## config.mk

```make
export PLATFORM = sky130hd
export DESIGN_NAME = jpeg_bit_packer
export DESIGN_NICKNAME = d
export VERILOG_FILES = /design/src/rtl/jpeg_bit_packer.sv
export SDC_FILE = /design/constraint.sdc
export NUM_CORES = 1
export LEC_CHECK = 0
export ABC_CLOCK_PERIOD_IN_PS = 6800
export BUFFER_PORTS_ARGS = -buffer_cell sky130_fd_sc_hd__buf_2
export CORE_ASPECT_RATIO = 1.75
export CORE_UTILIZATION = 45
export DETAILED_ROUTE_END_ITERATION = 6
export PLACE_DENSITY = 0.73
export SYNTH_ARGS = -nofsm -noshare
export SYNTH_HDL_FRONTEND = slang
export SYNTH_SLANG_ARGS = --single-unit
```

## constraint.sdc

```tcl
create_clock -name clk -period 6.8 [get_ports clk]
set_input_delay 1.36 -clock clk [delete_from_list [all_inputs] [get_ports clk]]
set_output_delay 1.36 -clock clk [all_outputs]
set_load 0.02 [all_outputs]
```

## src/rtl/jpeg_bit_packer.sv

```systemverilog
// Packs right-aligned variable-length entropy-coder groups MSB-first into a byte stream with 0xFF/0x00 stuffing and 1-padding at end of picture.
// Define JPEG_EOI_MARKER_EN to append an unstuffed 0xFF 0xD9 marker after the final picture byte.
module jpeg_bit_packer #(
   parameter int CODE_W = 32,
   parameter int ACC_W  = 64
) (
   input  logic                    clk,
   input  logic                    rst_n,
   input  logic                    in_valid,
   output logic                    in_ready,
   input  logic [CODE_W-1:0]       in_code,
   input  logic [$clog2(CODE_W):0] in_len,
   input  logic                    in_eop,
   output logic                    out_valid,
   input  logic                    out_ready,
   output logic [7:0]              out_byte,
   output logic                    out_last
);

   localparam int CNT_W = $clog2(ACC_W) + 1;
`ifdef JPEG_EOI_MARKER_EN
   localparam bit EOI_EN = 1'b1;
`else
   localparam bit EOI_EN = 1'b0;
`endif

   typedef enum logic [2:0] {RUN, STUFF, FLUSH, DONE, EOI1, EOI2} state_t;

   state_t             state;
   logic [ACC_W-1:0]   acc, acc_s, acc_nxt, code_ext;
   logic [CNT_W-1:0]   count, cnt_s, cnt_nxt, sh;
   logic               eop_pend, out_free, accept, emit_run, eop_eff, top_ff;
   logic [7:0]         top_byte, pad_byte;

   assign in_ready = (state == RUN) && !eop_pend && (count <= CNT_W'(ACC_W - CODE_W));
   assign out_free = !out_valid || out_ready;
   assign accept   = in_valid && in_ready;
   assign emit_run = (state == RUN) && out_free && (count >= CNT_W'(8));
   assign top_byte = acc[ACC_W-1 -: 8];
   assign top_ff   = (top_byte == 8'hFF);
   assign pad_byte = top_byte | (8'hFF >> count);
   // An eop accepted in the same cycle as an extraction must still tag that byte as last.
   assign eop_eff  = eop_pend || (accept && in_eop);

   // Shift out the emitted byte first, then append the new group right under the remaining bits.
   always_comb begin
      acc_s    = emit_run ? {acc[ACC_W-9:0], 8'h00} : acc;
      cnt_s    = emit_run ? count - CNT_W'(8) : count;
      code_ext = {{(ACC_W-CODE_W){1'b0}}, in_code} & ~({ACC_W{1'b1}} << in_len);
      sh       = CNT_W'(ACC_W) - cnt_s - CNT_W'(in_len);
      acc_nxt  = acc_s;
      cnt_nxt  = cnt_s;
      if (accept) begin
         acc_nxt = acc_s | (code_ext << sh);
         cnt_nxt = cnt_s + CNT_W'(in_len);
      end
      if (state == FLUSH && out_free) begin
         acc_nxt = '0;
         cnt_nxt = '0;
      end
   end

   always_ff @(posedge clk or negedge rst_n) begin
      if (!rst_n) begin
         state     <= RUN;
         acc       <= '0;
         count     <= '0;
         eop_pend  <= 1'b0;
         out_valid <= 1'b0;
         out_byte  <= 8'h00;
         out_last  <= 1'b0;
      end else begin
         acc   <= acc_nxt;
         count <= cnt_nxt;
         if (accept && in_eop)
            eop_pend <= 1'b1;
         if (out_valid && out_ready)
            out_valid <= 1'b0;
         case (state)
            RUN: begin
               if (emit_run) begin
                  out_valid <= 1'b1;
                  out_byte  <= top_byte;
                  out_last  <= !EOI_EN && eop_eff && (cnt_nxt == '0) && !top_ff;
                  if (top_ff)
                     state <= STUFF;
               end else if (out_free && eop_pend) begin
                  if (count == '0)
                     state <= EOI_EN ? EOI1 : DONE;
                  else
                     state <= FLUSH;
               end
            end
            STUFF: if (out_free) begin
               out_valid <= 1'b1;
               out_byte  <= 8'h00;
               out_last  <= !EOI_EN && eop_pend && (count == '0);
               state     <= RUN;
            end
            FLUSH: if (out_free) begin
               out_valid <= 1'b1;
               out_byte  <= pad_byte;
               out_last  <= !EOI_EN && (pad_byte != 8'hFF);
               if (pad_byte == 8'hFF)
                  state <= STUFF;
               else
                  state <= EOI_EN ? EOI1 : DONE;
            end
            EOI1: if (out_free) begin
               out_valid <= 1'b1;
               out_byte  <= 8'hFF;
               out_last  <= 1'b0;
               state     <= EOI2;
            end
            EOI2: if (out_free) begin
               out_valid <= 1'b1;
               out_byte  <= 8'hD9;
               out_last  <= 1'b1;
               state     <= DONE;
            end
            DONE: begin
               eop_pend <= 1'b0;
               state    <= RUN;
            end
            default: state <= RUN;
         endcase
      end
   end

endmodule

```

==> results.md <==
- RSZ-0062 raised after global routing: false
- Max-cap viol count: 0
- Worst path top cell family by delay: compound AO/OA/AOI/OAI gates
- CTS Buf Count: 9
- Area post-placement: 8740 sq um
- Status: finished clean
- Total grt overflow: 0
- Hold_buf cts: 0
- Clk_lat worst skew: 0.35 ns
- Crit path largest cell delay: 0.62 ns
- Post-synthesis instance area: 8420 sq um
- Clock Skew: 0.00404 ns
- Slew headroom: 30.4%
- Post-synthesis cell type count: 94
- Die width: 105 microns
- HPWL Detailed: 22.8 mm
- Post-Synthesis Cells: 1093
- Max clock buf depth: 2
- H-tree lvl count: 3
- Total track usage: 32.0%
- Root buffer cell: clkbuf_16
- Die Area: 19300 sq um
- Critical path arrival: 5.49 ns
- CP Cell Sequence: buf_2 > nor2b_1 > a311oi_4 > xnor2_1 > inv_1 > ha_1 > ha_1 > xnor2_2 > buf_4 > buf_4 > nand2_1 > o221ai_1 > a21oi_1 > o21a_1 > a211oi_1
- Wire per inst: 22.7 microns
- Post-CTS setup buffers: 0
- Least-Margin Pin Slew: 1.04 ns
- CTS sink count: 85
- Layout Cells excl Fill: 1322
- Post-synthesis sequential area ratio: 25.3%
- Minimum clock period: 5.24 ns
- Finished Cell Area: 9060 sq um
- Vias in the first global route: 8618
- Die height: 183 microns
- Layout area overhead: 7.53%
- TritonCTS clock tree: done
- GP Congestion: 1.04
- Synthesized flop and latch total: 85
- Post-placement cell count: 1307
- Commonest non-fill, non-tap cell in the layout: nand2_1
- Post-route ant nets: 0
- Layout cells sized above 1: 12.9%
- Synth async-reset ratio: 100%
- # rows: 65
- Buffers & Inverters on Critical Path: 4
- Final TNS setup: 0 ns
- PostCTS Resize Cnt: 0
- # DRC: 0
- Initial Utilization: 46.2%
- Largest net degree at the start of global routing: 68
- Clock transition at the registers of the reported paths: 0.06 ns
- Max Freq: 0.191 GHz
- 1st-pass router iterations: 5
- Ports: 54
- Highest-count cells in the layout ignoring fill and taps: nand2_1, dfrtp_1, nor2_1
- Drt initial violations: 929
- Final Hold Viols: 0
- Post-Synthesis Net Count: 1155
- CP Capture Type: flip-flop
- Routed WL: 30.1 mm
- Data required, critical path: 7.04 ns
- Ys flop type: dfrtp_1
- Total Nets Final: 1146
- Global-route wire length before repair: 48.0 mm
- Synth warn: 0
- Fin crit share: 77.1%
- Post-synth EDFFs: 0
- Setup violations, final: 0
- Via density: 6.81
- HP Class: flip-flop to flip-flop
- DR vias: 9002
- Avg Inst Size Synth: 7.71 sq um
- CP max FO: 19
- Total core area: 18200 sq um
- IO Port Bufs: 53
- Slew Limit Fails: 0
- WS Path Type: input port to flip-flop
- Slowest-stage cell, CP: xnor2_2
- Worst setup SP type: input port
- ANT cells: 0
- Initial antenna violation count: 0
==> through the flow <==
stage	worst slack, ns	hold slack [ns]	utilization (%)
2_1_floorplan	2.16	0.455	-
3_3_place_gp	1.39	0.459	48.0
3_5_place_dp	1.27	0.464	48.0
4_1_cts	1.62	0.477	49.7
5_1_grt	1.22	0.491	49.7
6_report	1.56	0.473	49.7
==> cell type report <==
class / count / area [sq um]
clock buffers: 11 / 243
clock inverters: 4 / 72.6
fillers: 1811 / 9160
inverters: 35 / 131
multi-input cells: 878 / 5760
flip-flops and latches: 85 / 2130
well taps: 234 / 293
repair buffers: 75 / 433
==> Yosys cell counts (9+ instances only) <==
cell type,n,share of area [%]
nand3_1,26,1.5
a211oi_1,17,1.5
mux2i_1,41,4.9
nor3_1,21,1.2
dfrtp_1,85,25
nand2_1,162,7.2
o221ai_1,18,1.9
buf_2,28,1.7
o31ai_1,11,0.98
mux2_2,10,1.3
ha_1,17,2.5
or2_2,10,0.74
o21ai_1,13,0.77
nor2_1,65,2.9
a21oi_1,62,3.7
clkbuf_1,50,2.2
o21ai_0,59,3.5
o21a_1,12,1.1
nor2b_1,10,0.74
or3_1,13,0.97
o22ai_1,35,2.6
o211ai_1,13,1.2
and3_1,13,0.97
nor4_1,9,0.67
a31oi_1,22,1.6
a21o_1,21,1.9
nand4_1,11,0.82
a211o_1,9,0.94
inv_1,35,1.6
==> registers in the layout, indices dropped and copies added, names as in the netlist <==
signal	count
out_byte	8
state	3
acc	64
out_last	1
out_valid	1
eop_pend	1
count	7
==> worst reg2reg max path, stage by stage (launching register included) <==
cell,delay [ns]
dfrtp_1,0.55
or4b_4,0.65
a311oi_4,0.45
xnor2_1,0.25
inv_1,0.08
ha_1,0.38
ha_1,0.42
xnor2_2,0.62
buf_4,0.29
buf_4,0.24
nand2_1,0.16
o221ai_1,0.42
a21oi_1,0.14
o21a_1,0.19
a211oi_1,0.26
==> logic make-up after synthesis <==
group	after synthesis	share of synthesized area, %
AOI/OAI and AO/OA	418	35.4
DFF	85	25.3
muxes	55	7.09
adders and majority gates	21	3.24
and+or+nand+nor	372	20.8
buffers and inverters	130	7.00
xor gates and xnor gates	12	1.25
==> worst paths after layout <==
| kind | startpoint | endpoint | slack (ns) | depth (start not counted) |
|---|---|---|---|---|
| max | out_ready | acc[41] | 1.56 | 15 |
| min reg2reg | out_byte[0] | out_byte[0] | 0.47 | 1 |
| max reg2reg | count[1] | acc[41] | 1.58 | 14 |
| min | out_byte[0] | out_byte[0] | 0.47 | 1 |
| min in group asynchronous | rst_n | count[1] | 0.87 | 1 |
| max in group asynchronous | rst_n | acc[17] | 4.79 | 2 |
==> metal layers <==
metal / GRT usage [%] / share of wire [%]
met5: 0 / 0
met4: 25.0 / 7.9
met3: 4.19 / 6.9
met2: 53.6 / 48
met1: 36.5 / 37
Power is not shown: default switching activity piles up to over one toggle a cycle in this logic, so the estimate is an artifact.
